==> src/rtl/uart_tx_arbiter.sv <==
// Round-robin arbiter letting N_REQ requesters share one UART transmitter, one message at a time.
// Define UART_ARB_TAG_EN to prefix each message with a header byte 0xA0|owner.
module uart_tx_arbiter #(
  parameter int unsigned N_REQ = 4
) (
  input  logic               clk,
  input  logic               rst_n,
  input  logic [N_REQ-1:0]   req_valid,
  input  logic [8*N_REQ-1:0] req_data,
  input  logic [N_REQ-1:0]   req_last,
  output logic [N_REQ-1:0]   req_ready,
  output logic [N_REQ-1:0]   grant,
  output logic [7:0]         tx_data,
  output logic               tx_valid,
  input  logic               tx_ready,
  output logic               busy
);

  localparam int unsigned PtrW = $clog2(N_REQ);
  localparam logic [N_REQ-1:0] GrantLsb = N_REQ'(1);

  typedef enum logic [2:0] {
    StArb,
    StHold,
    StIssue,
    StWaitLo,
`ifdef UART_ARB_TAG_EN
    StWaitHi,
    StTag
`else
    StWaitHi
`endif
  } state_e;

  state_e            state_q;
  logic [PtrW-1:0]   rr_ptr_q;
  logic [PtrW-1:0]   gidx_q;
  logic [N_REQ-1:0]  grant_q;
  logic [7:0]        tx_data_q;
  logic              tx_valid_q;
  logic              last_q;

  logic              pick_found;
  logic [PtrW-1:0]   pick_idx;
  int unsigned       cand;
  logic              sel_valid;
  logic              sel_last;
  logic [7:0]        sel_data;
  logic              hold_fire;
  logic [PtrW-1:0]   next_ptr;

  // First valid requester at or above rr_ptr, wrapping around.
  always_comb begin
    pick_found = 1'b0;
    pick_idx   = '0;
    cand       = 0;
    for (int unsigned k = 0; k < N_REQ; k++) begin
      cand = int'(rr_ptr_q) + k;
      if (cand >= N_REQ) cand = cand - N_REQ;
      if (!pick_found && req_valid[cand]) begin
        pick_found = 1'b1;
        pick_idx   = PtrW'(cand);
      end
    end
  end

  always_comb begin
    sel_valid = 1'b0;
    sel_last  = 1'b0;
    sel_data  = 8'h00;
    for (int unsigned i = 0; i < N_REQ; i++) begin
      if (PtrW'(i) == gidx_q) begin
        sel_valid = req_valid[i];
        sel_last  = req_last[i];
        sel_data  = req_data[8*i +: 8];
      end
    end
  end

  assign hold_fire = (state_q == StHold) && sel_valid && tx_ready;
  assign next_ptr  = (gidx_q == PtrW'(N_REQ - 1)) ? '0 : gidx_q + 1'b1;

  assign req_ready = hold_fire ? grant_q : '0;
  assign grant     = grant_q;
  assign tx_data   = tx_data_q;
  assign tx_valid  = tx_valid_q;
  assign busy      = (state_q != StArb);

  always_ff @(posedge clk or negedge rst_n) begin
    if (!rst_n) begin
      state_q    <= StArb;
      rr_ptr_q   <= '0;
      gidx_q     <= '0;
      grant_q    <= '0;
      tx_data_q  <= 8'h00;
      tx_valid_q <= 1'b0;
      last_q     <= 1'b0;
    end else begin
      tx_valid_q <= 1'b0;
      unique case (state_q)
        StArb: begin
          if (pick_found) begin
            gidx_q  <= pick_idx;
            grant_q <= GrantLsb << pick_idx;
`ifdef UART_ARB_TAG_EN
            state_q <= StTag;
`else
            state_q <= StHold;
`endif
          end
        end
`ifdef UART_ARB_TAG_EN
        StTag: begin
          if (tx_ready) begin
            tx_data_q  <= 8'hA0 | 8'(gidx_q);
            last_q     <= 1'b0;
            tx_valid_q <= 1'b1;
            state_q    <= StIssue;
          end
        end
`endif
        StHold: begin
          // An owner with nothing to send keeps the grant; no one else is served mid-message.
          if (hold_fire) begin
            tx_data_q  <= sel_data;
            last_q     <= sel_last;
            tx_valid_q <= 1'b1;
            state_q    <= StIssue;
          end
        end
        StIssue: state_q <= StWaitLo;
        StWaitLo: begin
          if (!tx_ready) state_q <= StWaitHi;
        end
        StWaitHi: begin
          if (tx_ready) begin
            if (last_q) begin
              state_q  <= StArb;
              grant_q  <= '0;
              rr_ptr_q <= next_ptr;
              last_q   <= 1'b0;
            end else begin
              state_q <= StHold;
            end
          end
        end
        default: state_q <= StArb;
      endcase
    end
  end

endmodule

==> config.mk <==
export PLATFORM = sky130hd
export DESIGN_NAME = uart_tx_arbiter
export DESIGN_NICKNAME = d
export VERILOG_FILES = /design/src/rtl/uart_tx_arbiter.sv
export SDC_FILE = /design/constraint.sdc
export NUM_CORES = 1
export LEC_CHECK = 0
export BUFFER_PORTS_ARGS = -buffer_cell sky130_fd_sc_hd__buf_2
export CAP_MARGIN = 25
export CORE_ASPECT_RATIO = 0.75
export CORE_MARGIN = 2
export CORE_UTILIZATION = 35
export CTS_CLUSTER_SIZE = 14
export DETAILED_ROUTE_END_ITERATION = 10
export GPL_TIMING_DRIVEN = 0
export PLACE_DENSITY = 0.61
export SLEW_MARGIN = 5
export SYNTH_ARGS = -nofsm -noshare
export SYNTH_HDL_FRONTEND = slang
export SYNTH_SLANG_ARGS = --single-unit
export TNS_END_PERCENT = 100
==> constraint.sdc <==
create_clock -name clk -period 6.2 [get_ports clk]
set_input_delay 0.31 -clock clk [delete_from_list [all_inputs] [get_ports clk]]
set_output_delay 0.31 -clock clk [all_outputs]
set_load 0.01 [all_outputs]
==> impl_metrics.ini <==
[critical_path]
crit-reg2reg-launch = gidx_q[0]
r2r_cells = 7
worst-path-max-fanout = 10
timing.critical_path.arrival_ps = 2360
r2r_end = tx_data[5]
startpoint_type = register
r2r_setup_slack_ps = 3950
cp_data_required_time_ps = 5890
cp-end-kind = output port
worstSetupPathType = reg2out

[synth]
synth_area_um2 = 1400
synth.net_count = 191
postSynthCellCount = 144
share_of_the_yosys_chip_area_belonging_to_registers_pct = 37.5
async_flop_share_pct = 100
yosysWarnings = 0
ys_seq_elements = 21
synthesis.area_per_instance_um2 = 9.73
synth.distinct_cells = 44
synth-edff-count = 0
dominantRegCellSynth = dfrtp_1

[timing]
finClkSkew_ps = 4.82
hold_viol = 9
report.final.setup_viol = 0
setup-tns-final_ps = 0
grt_setup_unrepaired = no
min_period_ps = 2670
finalHoldWorstSlack_ps = -6.28
fmax_mhz = 375
worst_slew_pin_slew_ps = 687
slew_headroom_pct = 53.8
post-route-period-util_pct = 43.0
maxSlewViolCount = 0

[floorplan]
core.rowCount = 19
design.portCount = 61
initial_core_utilization_pct = 37.3
die_w_um = 77.1
die_height_um = 58.8
design.die.area_um2 = 4530
placeableCoreArea_um2 = 3760

[layout]
postLayoutCoreUtil_pct = 48.3
ratio_of_cells_with_drive_above_1_in_the_final_layout_pct = 39.4
num_antenna_cells = 0
most_frequent_cells_in_the_layout = buf_2, dfrtp_1, nand2_1
layout.nets = 256
leading_cell_type_in_the_layout_fill_and_taps_excluded = buf_2
area_growth_pct = 29.4

[clocking]
cts_tree = done
cts.htree.levels = 1
insertion_delay_ps = 260
cells_resized_by_post_cts_repair = 0
cts_root_buffer = clkbuf_8
cts.repair_timing.setup_buffer_count = 0
cts_sinks = 21
cts_buffers = 3
clk_transition_reported_paths_ps = 80
ctsHoldBuffers = 0
cts_buffer_depth = 2

[drt]
drt_pass1_iterations = 4
route.detailed.vias_per_inst = 5.12
drt_first_iter_violations = 77
total_vias_in_the_final_route = 1332
wire_per_inst_um = 13.7
totalWireLength_mm = 3.55
post-route-drc-count = 0
drtAntennaViolNets = 0

[run_status]
failed_checks = hold timing
run_status = complete, but fails checks

[global_route]
via_count_of_the_first_global_routing_pass = 1328
global_route.overflow_total = 0
grt_start_max_net_pins = 22
wire_length_of_the_first_global_routing_pass_mm = 5.98
grt_antenna_before_repair = 0
grt_use_total_pct = 16.6

[power_and_ir_drop]
power-per-cell-area_nw_per_um2 = 403
power.ir.vdd_worst_mv = 0.183
finalPower_uw = 730
power.static_leakage_nw = 0.866

[place]
number_of_input_and_output_port_buffers_inserted = 60
gpl.final_weighted_congestion = 0.791
hpwl_mm = 2.82

[min_path]
worstHoldPathType = in2async

[flow_run]
cap_viol_max_count = 0
[state kept, by name, summed over array words and instances (netlist names)]
| register | cells |
|---|---|
| grant | 4 |
| tx_data | 8 |
| gidx_q | 2 |
| tx_valid | 1 |
| state_q | 3 |
| rr_ptr_q | 2 |
| last_q | 1 |
[Yosys cell counts, types with 3 or more instances]
| library cell | instances | area, µm² |
|---|---|---|
| a21oi_1 | 7 | 35.0 |
| a221oi_1 | 7 | 61.3 |
| and2_1 | 4 | 25.0 |
| clkbuf_1 | 3 | 11.3 |
| dfrtp_1 | 21 | 526 |
| ha_1 | 4 | 50.1 |
| inv_1 | 10 | 37.5 |
| mux2_2 | 6 | 67.6 |
| mux2_4 | 3 | 45.0 |
| nand2_1 | 13 | 48.8 |
| nand2b_1 | 3 | 18.8 |
| nand3_1 | 3 | 15.0 |
| nor2_1 | 6 | 22.5 |
| nor2b_1 | 8 | 50.1 |
| o21ai_0 | 3 | 15.0 |
| o31ai_1 | 8 | 60.1 |
[worst max-delay path by stage]
| stage | startpoint | end | slack [ps] |
|---|---|---|---|
| 6_report | gidx_q[0] | req_ready[0] | 3530 |
| 5_1_grt | gidx_q[0] | req_ready[1] | 3350 |
| 4_1_cts | gidx_q[0] | req_ready[0] | 3470 |
| 3_5_place_dp | gidx_q[0] | req_ready[0] | 3770 |
| 3_3_place_gp | gidx_q[0] | req_ready[0] | 3870 |
| 2_1_floorplan | gidx_q[0] | req_ready[0] | 4140 |
[layer usage]
layer | track usage [%] | vias up | wire length [µm]
li1 | - | 658 | -
met1 | 21.6 | 639 | 1620
met2 | 28.8 | 31 | 1750
met3 | 4.29 | 4 | 163
met4 | 3.06 | 0 | 11
met5 | 0 | - | 0
[per-stage QoR]
| step | hold slack, ps | setup WS, ps | instance area (µm²) | std cells |
|---|---|---|---|---|
| floorplan | 14.4 | 4140 | 1400 | 144 |
| global placement | 304 | 3870 | 1770 | 256 |
| detailed placement | 308 | 3770 | 1770 | 256 |
| CTS | 12.1 | 3470 | 1810 | 260 |
| global route | 33.1 | 3350 | 1810 | 260 |
| finish | -6.28 | 3530 | 1810 | 260 |
[report_power, final]
part           switching [mW]  internal, mW
Clock                  0.0474        0.0448
Sequential             0.0457         0.196
Combinational           0.196         0.200
Total                   0.289         0.441
[critical path, cell delays in order, from the launching register on]
cell       delay (ps)
dfrtp_1           430
inv_1              90
ha_1              220
and4bb_1          320
a2111oi_4          70
nor4_4            480
buf_6             230
and2_1            130
buf_2             120
[kinds of logic after synthesis]
family          Yosys count  synth area share (%)
flops                    21                  37.5
compound gates           41                  23.3
buf+inv                  19                  6.34
mux                      10                  8.75
fa+ha+maj                 4                  3.57
simple gates             49                  20.5
[cell type report]
class	instances	area, µm²
sequential	21	526
clock buffer	3	41.3
fill	374	1940
multi-input combinational	104	787
buffer	9	51.3
tap	52	65.1
timing repair buffer	60	300
inverter	10	37.5
clock inverter	1	5.00
Note: power is estimated with default switching activity, not from simulation.
